===== config.mk =====
export PLATFORM = sky130hd
export DESIGN_NAME = dmux8_scatter_ctrl
export DESIGN_NICKNAME = d
export VERILOG_FILES = /design/src/rtl/dmux8_scatter_ctrl_pkg.sv /design/src/rtl/dmux8_scatter_ctrl_dmux8way16.sv /design/src/rtl/dmux8_scatter_ctrl.sv
export SDC_FILE = /design/constraint.sdc
export NUM_CORES = 1
export LEC_CHECK = 0
export CAP_MARGIN = 20
export CORE_MARGIN = 4
export CORE_UTILIZATION = 25
export CTS_CLUSTER_SIZE = 14
export DETAILED_ROUTE_END_ITERATION = 10
export GPL_TIMING_DRIVEN = 0
export PLACE_DENSITY = 0.64
export SYNTH_ARGS = -nofsm -noshare
export SYNTH_HDL_FRONTEND = slang
export SYNTH_SLANG_ARGS = --single-unit

===== constraint.sdc =====
create_clock -name clk -period 2.52 [get_ports clk]
set_input_delay 0.252 -clock clk [delete_from_list [all_inputs] [get_ports clk]]
set_output_delay 0.252 -clock clk [all_outputs]
set_load 0.02 [all_outputs]

===== src/rtl/dmux8_scatter_ctrl_pkg.sv =====
// Shared widths and FSM encoding for the dmux8 scatter controller.
// Imported by the controller top and the dmux8way16 lane router.
package dmux8_scatter_ctrl_pkg;

   localparam int LANES    = 8;
   localparam int SEL_W    = 3;
   localparam int WORD_W   = 16;
   localparam int DROP_W   = 8;
   localparam int OUT_W    = LANES * WORD_W;

   typedef enum logic {
      ST_IDLE = 1'b0,
      ST_SEND = 1'b1
   } state_t;

endpackage


===== src/rtl/dmux8_scatter_ctrl_dmux8way16.sv =====
// 16-bit 1-to-8 demultiplexer: routes in to the output picked by sel.
// Non-selected outputs are driven to zero.
module dmux8way16
   import dmux8_scatter_ctrl_pkg::*;
(
   input  logic [WORD_W-1:0] in,
   input  logic [SEL_W-1:0]  sel,
   output logic [WORD_W-1:0] a,
   output logic [WORD_W-1:0] b,
   output logic [WORD_W-1:0] c,
   output logic [WORD_W-1:0] d,
   output logic [WORD_W-1:0] e,
   output logic [WORD_W-1:0] f,
   output logic [WORD_W-1:0] g,
   output logic [WORD_W-1:0] h
);

   assign a = (sel == 3'd0) ? in : '0;
   assign b = (sel == 3'd1) ? in : '0;
   assign c = (sel == 3'd2) ? in : '0;
   assign d = (sel == 3'd3) ? in : '0;
   assign e = (sel == 3'd4) ? in : '0;
   assign f = (sel == 3'd5) ? in : '0;
   assign g = (sel == 3'd6) ? in : '0;
   assign h = (sel == 3'd7) ? in : '0;

endmodule


===== src/rtl/dmux8_scatter_ctrl.sv =====
// Scatter sequencer: holds one 16-bit word and presents it to one of 8 lanes
// (addressed or round-robin) until taken, dropping it after a stall timeout.
module dmux8_scatter_ctrl
   import dmux8_scatter_ctrl_pkg::*;
#(
   parameter int TIMEOUT = 64,
   parameter int CNT_W   = 16
) (
   input  logic                clk,
   input  logic                rst_n,
   input  logic [WORD_W-1:0]   in_data,
   input  logic [SEL_W-1:0]    in_dest,
   input  logic                in_mode,
   input  logic                in_valid,
   output logic                in_ready,
   output logic [OUT_W-1:0]    out_data,
   output logic [LANES-1:0]    out_valid,
   input  logic [LANES-1:0]    out_ready,
   output logic [SEL_W-1:0]    sel,
   output logic                drop_pulse,
   output logic [DROP_W-1:0]   drop_count,
   output logic [CNT_W-1:0]    sent_count
);

   // TIMEOUT=0 disables dropping; keep the counter at least one bit wide.
   localparam int WAIT_W = (TIMEOUT > 0) ? $clog2(TIMEOUT + 1) : 1;
   localparam logic [WAIT_W-1:0] WAIT_LAST = WAIT_W'((TIMEOUT > 0) ? TIMEOUT - 1 : 0);
   localparam bit TIMEOUT_EN = (TIMEOUT != 0);

   state_t              r_state;
   state_t              w_state_next;
   logic [WORD_W-1:0]   r_hold;
   logic [SEL_W-1:0]    r_sel;
   logic [SEL_W-1:0]    r_rr_ptr;
   logic [WAIT_W-1:0]   r_wait_cnt;
   logic                r_drop_pulse;
   logic [DROP_W-1:0]   r_drop_count;
   logic [CNT_W-1:0]    r_sent_count;

   logic                w_send;
   logic                w_lane_ready;
   logic                w_deliver;
   logic                w_timeout_hit;
   logic                w_accept;
   logic [WORD_W-1:0]   w_dmux_in;

   assign w_send        = (r_state == ST_SEND);
   assign w_lane_ready  = out_ready[r_sel];
   assign w_deliver     = w_send & w_lane_ready;
   assign w_timeout_hit = TIMEOUT_EN & w_send & ~w_lane_ready & (r_wait_cnt == WAIT_LAST);
   // rst_n gates in_ready so the producer never sees a handshake during reset.
   assign in_ready      = rst_n & (~w_send | w_deliver | w_timeout_hit);
   assign w_accept      = in_valid & in_ready;

   // NOTE: state registers use non-blocking assignments so every flop samples
   // pre-edge values regardless of process evaluation order.
   always_ff @(posedge clk or negedge rst_n) begin
      if (!rst_n) begin
         r_state <= ST_IDLE;
      end else begin
         r_state <= w_state_next;
      end
   end

   // NOTE: the default assignment first guarantees no latch on w_state_next.
   always_comb begin
      w_state_next = r_state;
      case (r_state)
         ST_IDLE: if (w_accept) w_state_next = ST_SEND;
         ST_SEND: begin
            if (w_accept)                      w_state_next = ST_SEND;
            else if (w_deliver | w_timeout_hit) w_state_next = ST_IDLE;
         end
         default: w_state_next = ST_IDLE;
      endcase
   end

   always_ff @(posedge clk or negedge rst_n) begin
      if (!rst_n) begin
         r_hold       <= '0;
         r_sel        <= '0;
         r_rr_ptr     <= '0;
         r_wait_cnt   <= '0;
         r_drop_pulse <= 1'b0;
         r_drop_count <= '0;
         r_sent_count <= '0;
      end else begin
         r_drop_pulse <= w_timeout_hit;
         if (w_accept) begin
            r_hold     <= in_data;
            r_sel      <= in_mode ? r_rr_ptr : in_dest;
            r_wait_cnt <= '0;
            if (in_mode) r_rr_ptr <= r_rr_ptr + SEL_W'(1);
         end else if (w_send & ~w_lane_ready) begin
            r_wait_cnt <= r_wait_cnt + WAIT_W'(1);
         end
         if (w_deliver) r_sent_count <= r_sent_count + CNT_W'(1);
         if (w_timeout_hit && (r_drop_count != '1)) r_drop_count <= r_drop_count + DROP_W'(1);
      end
   end

   assign w_dmux_in = w_send ? r_hold : '0;

   dmux8way16 u_dmux (
      .in  (w_dmux_in),
      .sel (r_sel),
      .a   (out_data[0*WORD_W +: WORD_W]),
      .b   (out_data[1*WORD_W +: WORD_W]),
      .c   (out_data[2*WORD_W +: WORD_W]),
      .d   (out_data[3*WORD_W +: WORD_W]),
      .e   (out_data[4*WORD_W +: WORD_W]),
      .f   (out_data[5*WORD_W +: WORD_W]),
      .g   (out_data[6*WORD_W +: WORD_W]),
      .h   (out_data[7*WORD_W +: WORD_W])
   );

   assign out_valid  = w_send ? (LANES'(1) << r_sel) : '0;
   assign sel        = r_sel;
   assign drop_pulse = r_drop_pulse;
   assign drop_count = r_drop_count;
   assign sent_count = r_sent_count;

endmodule


== Word-level counts from Yosys, hierarchy flattened ==
Index checks and enable logic that the tools add are counted.

* Register bits after elaboration: 55
* Input port bits: 31
* Logic and storage cells: 56
* Output and inout bits: 165

* Bitwise gates (word level): 10
* Add/sub/neg operators: 4
* Eq/ne operators: 9
* $lt $le $gt $ge: 1
* Shifts and indexed selects: 1
* Reduce and logical (&&, ||, !) cells: 4
* Muxes and demuxes: 19

{| class="wikitable"
|+ Operator list
! operator !! count
|-
| $mux W16 || 9
|-
| $add A16 B1 Y16 const B || 1
|-
| $mux W7 || 2
|-
| $eq A3 B3 Y1 const B || 4
|-
| $add A8 B1 Y8 const B || 1
|-
| $mux W8 || 1
|-
| $ne A8 B8 Y1 const B || 1
|-
| $shl A1 B3 Y8 const A || 1
|-
| $add A7 B1 Y7 const B || 1
|-
| $eq A7 B6 Y1 const B || 1
|-
| $eq A3 B2 Y1 const B || 2
|-
| $and A1 B1 Y1 || 5
|-
| $lt A3 B4 Y1 const B || 1
|-
| $mux W1 || 4
|-
| $add A3 B1 Y3 const B || 1
|-
| $bmux W1 S3 || 1
|-
| $eq A3 B1 Y1 const B || 1
|-
| $logic_not A3 Y1 || 1
|-
| $mux W3 || 1
|-
| $or A1 B1 Y1 || 3
|-
| $not A1 Y1 || 2
|-
| $pmux W1 S2 || 1
|-
| $reduce_and A2 Y1 || 1
|-
| $reduce_bool A2 Y1 || 1
|-
| $logic_and A1 B1 Y1 || 1
|}

== Logic depth before layout (Yosys ltp) ==
Gate-level depths: netlist of run 1.

* Word-level depth: 10
* Gate-level depth with buffers: 8
* Depth with buffers taken out: 6

== Cells and area by module ==
A second synthesis of run 1 with hierarchy kept.

* Cell total of the unflattened synthesis: 409
* Area, all modules: 4,560.6 µm²

{| class="wikitable"
|+ By module, submodules not included
! module !! seq. area each (µm²) !! cells an instance !! area an instance (µm²) !! instances
|-
| dmux8_scatter_ctrl || 1,376.3 || 239 || 2,866.5 || 1
|-
| dmux8way16 || 0.0 || 170 || 1,694.1 || 1
|}

== Worst setup path after synthesis of run 1 ==
OpenSTA, ideal clock, no wires.

* Path kind: register to register
* Start point: reg r_sel[0] (netlist: sel[0])
* End point: reg r_hold[10]
* Arrival: 2.028 ns
* Buffers on the path: 2
* Slack: 0.367 ns
* Data required time: 2.395 ns
* Library setup time: 0.125 ns
* Clock period less this slack: 2.153 ns
* Cell stages (with the launch flop): 8
* Cell sequence: dfrtp_1 buf_6 mux2_4 a2bb2oi_2 a211oi_2 nor2_2 buf_6 mux2_4

* Longest elaborated chain between the ends: 8
* Elaborated cells on any way between the ends: 10
* Those cells by class: mux: 2; bitwise: 8

{| class="wikitable"
|+ RTL lines
! item !! RTL line !! text
|-
| from (decl) || dmux8_scatter_ctrl.sv:33 || <nowiki>logic [SEL_W-1:0] r_sel;</nowiki>
|-
| from (signal assigned) || dmux8_scatter_ctrl.sv:91 || <nowiki>r_sel <= in_mode ? r_rr_ptr : in_dest;</nowiki>
|-
| $bmux W1 S3 * || dmux8_scatter_ctrl.sv:48 || <nowiki>assign w_lane_ready = out_ready[r_sel];</nowiki>
|-
| $mux W1 (implied by the code) * || dmux8_scatter_ctrl.sv:48 ||
|-
| $not A1 Y1 || dmux8_scatter_ctrl.sv:50 || <nowiki>assign w_timeout_hit = TIMEOUT_EN & w_send & ~w_lane_ready & (r_wait_cnt == WAIT_LAST);</nowiki>
|-
| $and A1 B1 Y1 (2 in a row) || dmux8_scatter_ctrl.sv:50 ||
|-
| $or A1 B1 Y1 * || dmux8_scatter_ctrl.sv:52 || <nowiki>assign in_ready = rst_n & (~w_send | w_deliver | w_timeout_hit);</nowiki>
|-
| $and A1 B1 Y1 * || dmux8_scatter_ctrl.sv:52 ||
|-
| $and A1 B1 Y1 * || dmux8_scatter_ctrl.sv:53 || <nowiki>assign w_accept = in_valid & in_ready;</nowiki>
|-
| to (signal assigned) || dmux8_scatter_ctrl.sv:90 || <nowiki>r_hold <= in_data;</nowiki>
|-
| to (decl) || dmux8_scatter_ctrl.sv:32 || <nowiki>logic [WORD_W-1:0] r_hold;</nowiki>
|}

Mark *: on every way between the ends. The rest lies on a longest branch, timed or not. The select of a mux whose other input is x is not followed.
A chain may end at the register's enable or synchronous reset.

== Final worst setup path of run 1 ==
* Start point: reg r_sel[2] (netlist: sel[2])
* End point: out out_data[7]

* Longest elaborated chain between the ends: 2

{| class="wikitable"
|+ RTL lines
! item !! RTL line !! text
|-
| $logic_not A3 Y1 || dmux8_scatter_ctrl_dmux8way16.sv:18 || <nowiki>assign a = (sel == 3'd0) ? in : '0;</nowiki>
|-
| $mux W16 || dmux8_scatter_ctrl_dmux8way16.sv:18 ||
|-
| to (decl) || dmux8_scatter_ctrl.sv:16 || <nowiki>output logic [OUT_W-1:0] out_data,</nowiki>
|}

No other way between the ends.

==> results of run 1 <==
==> final cells by class <==
cell class / count / area [um2] / share of cell area (%)
clock buffers: 5 / 125 / 2.08
clock inverters: 3 / 28.8 / 0.478
inverters: 4 / 15.0 / 0.250
flip-flops and latches: 55 / 1380 / 22.9
well taps: 176 / 220 / 3.66
repair buffers: 204 / 2050 / 34.1
plain buffers: 15 / 115 / 1.91
multi-input cells: 283 / 2080 / 34.6
==> critical path, delay by kind of cell, from the launching register on <==
| kind | cells | cell delay, ns |
|---|---|---|
| simple gates | 3 | 0.57 |
| flops | 1 | 0.46 |
| buf+inv | 2 | 0.82 |
==> routing by layer <==
layer,global-route usage [%],part of all wire [%]
met2,26.8,52
met1,17.6,42
met3,3.47,5.8
met4,2.27,0.92
met5,0,0
==> timing repair <==
item / CTS / global route
endpoints found under the hold margin: 19 / 0
setup buffers: 4 / 3
hold buffers: 1 / 0
pin swaps: 3 / 2
endpoints found under the setup margin: 95 / 54
gates resized for setup: 66 / 35
==> kinds of logic (layout without fill, tap and decap cells) <==
| group | after synthesis | count (layout) | share of synthesized area (%) |
|---|---|---|---|
| muxes | 31 | 31 | 11.6 |
| xor gates and xnor gates | 27 | 27 | 6.81 |
| buffers and inverters | 19 | 231 | 3.02 |
| and+or+nand+nor | 209 | 209 | 34.8 |
| DFF | 55 | 55 | 39.6 |
| AOI/OAI and AO/OA | 12 | 12 | 2.70 |
| adders and majority gates | 4 | 4 | 1.44 |
==> layout by cell type, fill, tap and decap left out, types with 5 or more instances in the layout <==
cell type / instances
and2_1: 128
buf_4: 7
clkbuf_16: 5
clkbuf_4: 6
clkdlybuf4s50_1: 132
dfrtp_1: 53
dlygate4sd2_1: 35
dlymetal6s2s_1: 27
mux2_2: 10
mux2_4: 16
mux2i_1: 5
nand2_1: 12
nand3_1: 15
nor2_1: 8
nor2_4: 6
nor3_1: 12
nor4_1: 7
xor2_1: 23
==> power by group <==
group / switching, W / internal [W]
clock network: 0.000346 / 0.000380
logic: 0.00125 / 0.00118
registers: 0.000408 / 0.00111
==> path summary, 6_finish.rpt <==
check,startpoint,endpoint,depth (start not counted),slack [ns]
max,sel[2],out_data[7],5,0.11
min,rst_n,drop_count[5],2,-0.02
max reg2reg,sel[1],r_hold[5],7,0.29
min reg2reg,r_wait_cnt[6],drop_pulse,1,0.45
max in group asynchronous,rst_n,sent_count[6],2,1.29
min in group clk,r_wait_cnt[6],drop_pulse,1,0.45
==> per-stage QoR <==
step | utilization, % | instance area [um2] | TNS, ns | hold WS, ns
5_1_grt | 44.9 | 6010 | 0 | 0.00119
2_1_floorplan | - | 3470 | 0 | -0.0436
4_1_cts | 44.1 | 5910 | -0.113 | 0.0183
6_report | 44.9 | 6010 | 0 | -0.0157
3_3_place_gp | 42.1 | 5650 | -96.48 | 0.428
3_5_place_dp | 42.3 | 5660 | -4.61 | 0.247
==> flip-flops by register name (all words and copies together) (netlist names) <==
signal / cells
r_state: 1
sent_count: 16
sel: 3
drop_count: 8
r_wait_cnt: 7
drop_pulse: 1
r_rr_ptr: 3
r_hold: 16
==> summary.md, run 1 <==
| Metric | Value |
|---|---|
| Outcome | `finished with violations` |
| Failing checks | `negative hold slack` |
| Port Buffers | `195` |
| RSZ-0062 raised after global routing | `no` |
| Number of synthesized register bits | `55` |
| Hold WS | `-0.0157 ns` |
| CP arrival | `2.15 ns` |
| Gr ovfl total | `0` |
| Post-Syn Area | `0.00347 mm2` |
| Root Driver | `clkbuf_16` |
| Die Span Y | `126 um` |
| Hold Path Class | `in -> async` |
| Via density | `4.44` |
| Slowest CP cell | `clkdlybuf4s50_1` |
| Syn nets | `392` |
| CP required | `2.27 ns` |
| Top post-synthesis cells by count | `and2_1, dfrtp_1, xor2_1` |
| Max-cap violations | `0` |
| Core footprint | `0.0134 mm2` |
| Fin crit period | `2.41 ns` |
| Critical Path Start Type | `register` |
| # diodes | `0` |
| Peak VDD IR | `640 uV` |
| Initial drt markers | `74` |
| Clock skew | `0.00818 ns` |
| Crit-path max FO | `10` |
| Cell row count | `42` |
| Wirelength per Cell | `16.1 um` |
| Static Leak | `3.14 nW` |
| Worst skew pair latency | `0.30 ns` |
| Least-Margin Pin Slew | `0.855 ns` |
| Via count | `3309` |
| Hpwl dp | `9240 um` |
| DIE AREA | `0.0158 mm2` |
| CTS max path bufs | `2` |
| First-pass GRT wire length | `18700 um` |
| Die width | `126 um` |
| Post-synth top area share | `39.6%` |
| H-Tree Level Count | `2` |
| DRT Pass-1 Iters | `4` |
| Crit Path Class | `reg -> out` |
| Synth Flop Type | `dfrtp_1` |
| Netlist cell types | `37` |
| Reg clk slew, reported paths | `0.07 ns` |
| Sequential fraction of the synthesis area | `39.6%` |
| Pwr Total | `0.00468 W` |
| Yosys top cell by area | `dfrtp_1` |
| Cell total after placement | `729` |
| Area Growth Syn to Fin | `73.1%` |
| Crit path capture type | `output port` |
| Cells after Synth | `357` |
| Post-Layout Cell Count | `745` |
| Cell Pwr Density | `778 mW/mm2` |
| Pre-CTS setup slack | `-0.342 ns` |
| EDFF count, synth | `0` |
| Max-slew violations | `0` |
| Final Cycle Share | `95.5%` |
| Share of layout cells above drive strength 1 | `13.0%` |
| Top-level I/O count | `196` |
| Ranking of synthesized cells by area | `dfrtp_1, and2_1, mux2_4` |
| DRT antenna net count | `0` |
| Remaining DRCs | `0` |
| Initial antenna violation count | `0` |
| Final net count | `603` |
| Final Wtd Congestion | `0.765` |
| Most frequent cell after synthesis | `and2_1` |
| Initial core utilization | `25.9%` |
| Max-slew headroom | `42.8%` |
| # clock sinks | `55` |
| CTS buffer count | `5` |
| Vias in the first global route | `3294` |
| Hold Violations, Final | `14` |
| Pin count of the biggest net entering global routing | `38` |
| Setup WS post-layout | `0.114 ns` |
| CTS tree | `built` |
| Asr flop ratio synth | `100%` |
| Fmax | `416 MHz` |
| Fillers | `1284` |
| Syn Area/Cell | `9.73 um2` |
| Final Setup Violations | `0` |
| Crit path cell chain | `nand2b_4 > nor3_4 > clkbuf_2 > and2_1 > clkdlybuf4s50_1` |
| All-Layer GR Usage | `14.6%` |
| Routed WL | `12000 um` |
| CP max stage delay | `0.60 ns` |
| Yosys warning count | `0` |
No activity file was read; power rests on OpenSTA's default activity.
==> run 2, diff against run 1 <==
Settings changed: ABC_AREA from default to 1, CORE_MARGIN 4 to 5, HOLD_SLACK_MARGIN from default to 0.02.
==> run 2 against run 1 <==
Wire length increased by 7.1%; the flow now finishes without violations; clock power decreased by 1%; synthesized cell count increased by 41%; sequential share of layout area about the same; design area about the same; sequential cell count unchanged; utilization decreased by 1.4 points; critical path depth increased by 3; largest power group unchanged.
==> summary.md, run 2 <==
| Metric | Value |
|---|---|
| Outcome | `finished clean` |
| Cells after Synth | `502` |
| Hpwl dp | `9490 um` |
| Most frequent cells in the layout | `nor2_1, clkdlybuf4s50_1, nand2_1` |
| Final net count | `738` |
| Die width | `129 um` |
| # diodes | `0` |
| DIE AREA | `0.0165 mm2` |
| Internal | `0.00244 W` |
| Die Span Y | `129 um` |
| Ranking of synthesized cells by area | `dfrtp_1, nor2_1, nand2_1` |
| Syn Area/Cell | `7.00 um2` |
| Crit path capture type | `output port` |
| Via count | `3777` |
| Gr ovfl total | `0` |
| First-pass GRT wire length | `19700 um` |
| Area Growth Syn to Fin | `71.0%` |
| EDFF count, synth | `0` |
| Initial core utilization | `25.4%` |
| Post-synth top area share | `39.2%` |
| Sequential fraction of the synthesis area | `39.2%` |
| CTS tree | `built` |
| All-Layer GR Usage | `14.8%` |
| CP required | `2.27 ns` |
| Placed Area | `0.00569 mm2` |
| CP max stage delay | `0.60 ns` |
| Switching share of power | `47.4%` |
| Share of layout cells above drive strength 1 | `9.66%` |
| Root Driver | `clkbuf_16` |
| Combinational share of power | `55.9%` |
| Initial antenna violation count | `0` |
| DRT Pass-1 Iters | `5` |
| Max-slew headroom | `48.3%` |
| Vias in the first global route | `3612` |
| Wirelength per Cell | `14.5 um` |
| DR top layer | `met4` |
| Max-cap violations | `0` |
| Crit path cell chain | `buf_6 > nor2_1 > inv_1 > nor2_1 > nand2_2 > clkbuf_4 > inv_1 > clkdlybuf4s50_1` |
| Asr flop ratio synth | `100%` |
| CP arrival | `2.14 ns` |
| Syn nets | `537` |
| Hold Path Class | `in -> async` |
| Final Wtd Congestion | `0.782` |
| Least-Margin Pin Slew | `0.775 ns` |
| Seq pwr share | `28.6%` |
| Final core utilization | `43.5%` |
| H-Tree Level Count | `2` |
| Crit-path max FO | `10` |
| Worst skew pair latency | `0.29 ns` |
| Most common cell after layout, fill and taps aside | `nor2_1` |
| Routed WL | `12800 um` |
| Fin crit period | `2.39 ns` |
| Post-CTS Hold Fix Bufs | `0` |
| Cell Pwr Density | `770 mW/mm2` |
| Final Cycle Share | `94.8%` |
| Critical Path Start Type | `register` |
| Initial drt markers | `149` |
| CTS buffer count | `5` |
| Clock power share | `15.5%` |
| Post-Syn Area | `0.00351 mm2` |
| Final Setup Violations | `0` |
| Metal3 WL | `996 um` |
| DRT met1 WL | `5610 um` |
| Fmax | `419 MHz` |
| Most frequent cell after synthesis | `nor2_1` |
| Hold Violations, Final | `0` |
| Top-level I/O count | `196` |
| Port Buffers | `195` |
| Clock skew | `0.00600 ns` |
| DRT antenna net count | `0` |
| Yosys warning count | `0` |
| Final instance area | `0.00601 mm2` |
| Via density | `4.27` |
| # clock sinks | `55` |
| CTS max path bufs | `2` |
| Cell row count | `43` |
| Top post-synthesis cells by count | `nor2_1, nand2_1, dfrtp_1` |
| Max-slew violations | `0` |
| Crit Path Class | `reg -> out` |
| Peak VDD IR | `365 uV` |
| Netlist cell types | `30` |
| Net Switching | `0.00219 W` |
| Synth Flop Type | `dfrtp_1` |
| Met2 WL post-DR | `6150 um` |
| Yosys top cell by area | `dfrtp_1` |
| Number of synthesized register bits | `55` |
| Pin count of the biggest net entering global routing | `59` |
| Remaining DRCs | `0` |
| Reg clk slew, reported paths | `0.08 ns` |
| Core footprint | `0.0138 mm2` |
| Slowest CP cell | `clkdlybuf4s50_1` |
| Static Leak | `3.63 nW` |
==> run 2: cell types whose count changed after synthesis, sizes merged, moves of 5 or more <==
cell / before / now
o21ai: 3 / 30
inv: 4 / 40
clkinv: 0 / 16
and2: 128 / 0
nand2: 13 / 122
mux2: 26 / 0
nor4: 7 / 2
nor3: 14 / 9
mux2i: 5 / 0
nor2: 15 / 153
nand3: 15 / 23
==> run 2: routing by layer <==
layer,global-route usage (%),vias to the layer above
met5,0,-
met4,2.35,0
met3,3.49,6
met2,26.0,129
met1,18.8,1699
li1,-,1943
==> run 2: critical path: cells and delay by family, from the launching register on <==
kind                   cells  cell delay, ns
DFF                        1            0.39
buffers and inverters      5            1.10
and+or+nand+nor            3            0.35
==> run 2: layout make-up <==
type | instances | area [um2]
Buffer | 14 | 118
Clock buffer | 5 | 125
Clock inverter | 3 | 25.0
Fill cell | 1455 | 7820
Inverter | 56 | 215
Multi-Input combinational cell | 376 | 1850
Sequential cell | 55 | 1380
Tap cell | 180 | 225
Timing Repair Buffer | 195 | 2070
==> run 2: power groups by stage <==
stage               clock network, W  logic [W]  registers, W
floorplan                          0    0.00145       0.00141
global placement                   0    0.00258       0.00134
detailed placement                 0    0.00261       0.00134
CTS                         0.000745    0.00262       0.00132
global route                0.000782    0.00285       0.00137
finish                      0.000718    0.00258       0.00132
==> run 2: logic make-up after synthesis <==
family / after synthesis / synth area share, %
flops: 55 / 39.2
xor+xnor: 24 / 5.98
compound gates: 32 / 5.70
fa+ha+maj: 4 / 1.42
simple gates: 316 / 39.0
buf+inv: 71 / 8.76
==> run 2: final timing paths <==
kind	from	end	slack, ns	cells past startpoint
worst max-delay path	sel[0]	out_valid[4]	0.13	8
worst min-delay path	rst_n	sent_count[9]	0.02	1
worst max register to register	r_wait_cnt[0]	r_hold[10]	0.59	9
worst min register to register	r_rr_ptr[0]	r_rr_ptr[0]	0.52	2
max in group asynchronous	rst_n	sel[2]	1.94	1
min in group clk	in_data[12]	r_hold[12]	0.52	3
==> run 2: stage by stage <==
step                TNS (ns)  hold WS, ns  setup WS (ns)  total power (W)  instances
floorplan                  0      -0.0436          0.764          0.00287        502
global placement      -89.38        0.500          -1.49          0.00392        877
detailed placement         0        0.385         0.0114          0.00394        877
CTS                    -3.29       0.0604        -0.0823          0.00469        885
global route         -0.0178       0.0870        -0.0178          0.00500        884
finish                     0       0.0245          0.132          0.00463        884
==> run 2: what timing repair did <==
item,4_1_cts,5_1_grt
buffers inserted,0,0
setup endpoints to repair,80,79
gates resized for setup,30,65
gates cloned,0,0
